--- src/rtl/adder_arbiter.sv ---
// rtl/adder_arbiter.sv - two-requester round-robin front end for one shared combinational adder.
// Optional ADDER_ARB_CHECK_EN adds an internal sum check driving the sticky chk_err flag.
module adder_arbiter #(
  parameter int N = 32
) (
  input  logic         clk,
  input  logic         rst_n,
  input  logic         req0_valid,
  output logic         req0_ready,
  input  logic [N-1:0] req0_a,
  input  logic [N-1:0] req0_b,
  input  logic         req0_cin,
  input  logic         req1_valid,
  output logic         req1_ready,
  input  logic [N-1:0] req1_a,
  input  logic [N-1:0] req1_b,
  input  logic         req1_cin,
  output logic [N-1:0] add_a,
  output logic [N-1:0] add_b,
  output logic         add_cin,
  input  logic [N-1:0] add_s,
  input  logic         add_cout,
  input  logic         add_prop,
  input  logic         add_gen,
  output logic         rsp_valid,
  input  logic         rsp_ready,
  output logic         rsp_id,
  output logic [N-1:0] rsp_s,
  output logic         rsp_cout,
  output logic         rsp_prop,
  output logic         rsp_gen,
  output logic         chk_err
);

  typedef enum logic [1:0] {IDLE, ISSUE, HOLD} state_t;

  state_t state;
  logic   last_grant;
  logic   grant_id;
  logic   accept;

  // With both requests pending the one not served last wins; a lone request always wins.
  always_comb begin
    grant_id = req1_valid;
    if (req0_valid && req1_valid) grant_id = ~last_grant;
  end

  assign req0_ready = (state == IDLE) && req0_valid && !grant_id;
  assign req1_ready = (state == IDLE) && req1_valid && grant_id;
  assign accept     = req0_ready || req1_ready;

  always_ff @(posedge clk or negedge rst_n) begin
    if (!rst_n) begin
      state      <= IDLE;
      last_grant <= 1'b1;
      add_a      <= '0;
      add_b      <= '0;
      add_cin    <= 1'b0;
      rsp_valid  <= 1'b0;
      rsp_id     <= 1'b0;
      rsp_s      <= '0;
      rsp_cout   <= 1'b0;
      rsp_prop   <= 1'b0;
      rsp_gen    <= 1'b0;
    end else begin
      case (state)
        IDLE: begin
          // Adder operands only move here so the shared adder sees no idle toggling.
          if (accept) begin
            add_a      <= grant_id ? req1_a   : req0_a;
            add_b      <= grant_id ? req1_b   : req0_b;
            add_cin    <= grant_id ? req1_cin : req0_cin;
            rsp_id     <= grant_id;
            last_grant <= grant_id;
            state      <= ISSUE;
          end
        end
        ISSUE: begin
          rsp_s     <= add_s;
          rsp_cout  <= add_cout;
          rsp_prop  <= add_prop;
          rsp_gen   <= add_gen;
          rsp_valid <= 1'b1;
          state     <= HOLD;
        end
        HOLD: begin
          if (rsp_ready) begin
            rsp_valid <= 1'b0;
            state     <= IDLE;
          end
        end
        default: state <= IDLE;
      endcase
    end
  end

`ifdef ADDER_ARB_CHECK_EN
  logic [N:0] chk_sum;

  assign chk_sum = {1'b0, add_a} + {1'b0, add_b} + {{N{1'b0}}, add_cin};

  always_ff @(posedge clk or negedge rst_n) begin
    if (!rst_n) begin
      chk_err <= 1'b0;
    end else if (state == ISSUE && chk_sum != {add_cout, add_s}) begin
      chk_err <= 1'b1;
    end
  end
`else
  assign chk_err = 1'b0;
`endif

endmodule

--- config.mk ---
export PLATFORM = sky130hd
export DESIGN_NAME = adder_arbiter
export DESIGN_NICKNAME = d
export VERILOG_FILES = /design/src/rtl/adder_arbiter.sv
export SDC_FILE = /design/constraint.sdc
export NUM_CORES = 1
export LEC_CHECK = 0
export BUFFER_PORTS_ARGS = -buffer_cell sky130_fd_sc_hd__buf_2
export CELL_PAD_IN_SITES_DETAIL_PLACEMENT = 0
export CELL_PAD_IN_SITES_GLOBAL_PLACEMENT = 1
export CORE_MARGIN = 1.5
export CORE_UTILIZATION = 30
export DETAILED_ROUTE_END_ITERATION = 12
export PLACE_DENSITY = 0.71
export REMOVE_ABC_BUFFERS = 1
export SETUP_SLACK_MARGIN = 0.05
export SLEW_MARGIN = 20
export SYNTH_ARGS = -nofsm -noshare
export SYNTH_HDL_FRONTEND = slang
export SYNTH_SLANG_ARGS = --single-unit
--- constraint.sdc ---
create_clock -name clk -period 3.2 [get_ports clk]
set_clock_uncertainty 0.1 [all_clocks]
set_input_delay 0.64 -clock clk [delete_from_list [all_inputs] [get_ports clk]]
set_output_delay 0.64 -clock clk [all_outputs]
set_load 0.01 [all_outputs]
==> metrics.md <==
| Metric | Value |
|---|---|
| Area growth syn-to-layout | `38.4%` |
| Register area share after synthesis | `0.537` |
| F_max | `0.427 GHz` |
| N_diodes | `0` |
| Deepest clock path buffer count | `2` |
| Clock Sinks | `105` |
| Die Span Y | `131 um` |
| Number of buffers added on ports | `273` |
| Yosys cell types | `21` |
| CP Launch Type | `flop` |
| Final #Nets | `746` |
| Clk root buf | `clkbuf_16` |
| Hold-fix buffers, CTS | `0` |
| DRC viols | `0` |
| Chip Width | `131 um` |
| Status | `finished, final reports clean` |
| Rows | `46` |
| Initial antenna violation count | `0` |
| Mean Syn Cell Area | `16.0 um^2` |
| Met2 Use GR | `0.254` |
| CTS tree | `yes` |
| HPWL after detailed placement | `9.30 mm` |
| Cts bufs inserted | `9` |
| Worst IR Drop VDD | `382 uV` |
| Via-to-Cell Ratio | `4.39` |
| Reg2reg start | `last_grant` |
| First-pass GRT wire length | `18.2 mm` |
| Total routed wirelength | `12.3 mm` |
| Post-CTS resize count | `0` |
| Min Tclk post-route | `2.34 ns` |
| Core ar. | `0.0159 mm^2` |
| GRT Total Usage | `0.139` |
| Final Total Pwr | `6.31 mW` |
| Post-Synthesis Cells | `306` |
| Worst-path cell chain | `a21bo_4 > and3_1 > buf_2` |
| WL/cell | `15.4 um` |
| Grt ovf | `0` |
| Worst reg2reg setup slack | `1.06 ns` |
| Vias after detailed routing | `3495` |
| Max incr delay on CP | `0.55 ns` |
| Tightest Pin Transition | `0.968 ns` |
| RSZ-0062 raised after global routing | `false` |
| DRT Pass-1 Iters | `4` |
| I/O pins | `275` |
| Max Transition Viols Final | `0` |
| Antenna-violating nets left | `0` |
| Worst setup path endpoint | `req0_ready` |
| CP Data Required Time | `2.46 ns` |
| Register bit total from synthesis | `105` |
| Clock-pin transition on the worst setup and hold timing paths | `0.07 ns` |
| Met3 GRT Util | `0.0440` |
| Fin crit share | `0.731` |
| Setup Crit Path Kind | `flop to primary output` |
| Worst-skew pair later-pin latency | `0.34 ns` |
| CP max FO | `19` |
| Worst reg2reg endpoint | `add_a[25]` |
| GR Layer Usage met1 | `0.150` |
| LEAKAGE | `3.38 nW` |
| Gpl congestion | `0.715` |
| Full die area | `0.0171 mm^2` |
| Largest net degree at the start of global routing | `57` |
| Max-cap viol count | `0` |
| Initial Utilization | `0.308` |
| Layout cell share with drive strength beyond 1 | `0.793` |
| H-tree levels | `3` |
| Vias in the first global route | `3590` |
| Reg2reg path depth | `4` |
| CP Capture Type | `primary output` |
| Final setup fails | `0` |
| DRT iter0 DRCs | `87` |
| Setup bufs post-CTS | `0` |
| Final Hold Fails | `0` |
| Worst path slowest cell | `dfstp_2` |
| Synthesized area | `0.00490 mm^2` |
| Layout Utilization | `0.427` |
| Syn. warnings | `0` |
| Setup_tns | `0 ns` |
| Power density cells | `931 mW/mm^2` |
| Crit path from | `last_grant` |
| Worst hold margin | `0.208 ns` |
| Busiest grt layer | `met2` |
| Relative slew margins | `0.353` |
| Tightest Hold Check Type | `input port to asynchronous set/reset pin` |
| Crit path DAT | `1.60 ns` |
## placed cells by master (no fill, tap or decap), types with 2 or more instances in the layout
cell type,count
clkbuf_16,9
inv_1,2
clkbuf_1,3
mux2_4,48
a21oi_1,3
buf_4,3
buf_12,3
dfrtp_1,104
buf_2,272
clkbuf_8,2
mux2_2,117
## power by group
part / switching, mW / total (mW) / internal, mW
combinational: 1.29 / 2.90 / 1.62
sequential: 0.343 / 2.37 / 2.03
clock: 0.467 / 1.04 / 0.571
## stage by stage
stage	cells	setup WS [ns]	instance area, um^2
after floorplan	287	0.107	4760
after global placement	781	0.822	6500
after detailed placement	781	0.766	6500
after CTS	797	0.823	6780
after global routing	797	0.777	6780
final	797	0.860	6780
## area by class of cell
class                   instances  area (um^2)
fillers                      1544         9110
flip-flops and latches        105         2630
multi-input cells             180         2150
repair buffers                278         1440
well taps                     216          270
clock buffers                  14          264
clock inverters                 2         12.5
inverters                       2         7.51
## cells in the mapped netlist
master / n / share of area
mux2_2: 117 / 0.27
dfrtp_1: 104 / 0.53
mux2_4: 48 / 0.15
buf_2: 10 / 0.010
buf_4: 5 / 0.0077
buf_6: 4 / 0.0092
a21oi_1: 3 / 0.0031
inv_1: 2 / 0.0015
a21bo_2: 1 / 0.0020
a31oi_1: 1 / 0.0013
and3_1: 1 / 0.0013
conb_1: 1 / 0.00077
dfstp_2: 1 / 0.0054
nand2_1: 1 / 0.00077
nor2_1: 1 / 0.00077
nor2b_1: 1 / 0.0013
nor3_1: 1 / 0.0010
nor3b_1: 1 / 0.0015
o21a_1: 1 / 0.0015
o21bai_1: 1 / 0.0015
or2_2: 1 / 0.0013
## worst max-delay path, delay by kind of cell, from the launching register on
kind	cells	cell delay, ns
AOI/OAI and AO/OA	1	0.37
buffers and inverters	1	0.12
and+or+nand+nor	1	0.21
DFF	1	0.55
## how the worst min path moves through the flow
stage	start	endpoint	slack [ns]	depth (start not counted)
finish	rst_n	add_a[12]	0.21	1
global route	rst_n	add_a[12]	0.27	1
CTS	rst_n	add_a[12]	0.23	1
detailed placement	rsp_s[9]	rsp_s[9]	0.39	1
global placement	rsp_s[12]	rsp_s[12]	0.38	1
floorplan	rst_n	add_a[0]	0.24	0
## per-layer routing
metal | routed length (um) | part of all wire
met1 | 4600 | 0.37
met2 | 6610 | 0.54
met3 | 885 | 0.072
met4 | 201 | 0.016
met5 | 0 | 0
## kinds of logic after synthesis
kind of cell,synth area share
multiplexers,0.416
buffers and inverters,0.0286
AND/OR/NAND/NOR,0.00792
other,0.000766
flip-flops,0.537
AO/OA/AOI/OAI,0.00946
## sequential cells by signal, indices dropped and copies added (netlist names)
register,count
rsp_id,1
rsp_valid,1
last_grant,1
add_cin,1
add_b,32
rsp_gen,1
rsp_s,32
add_a,32
rsp_cout,1
state,2
rsp_prop,1
No activity file was read; power rests on OpenSTA's default activity.
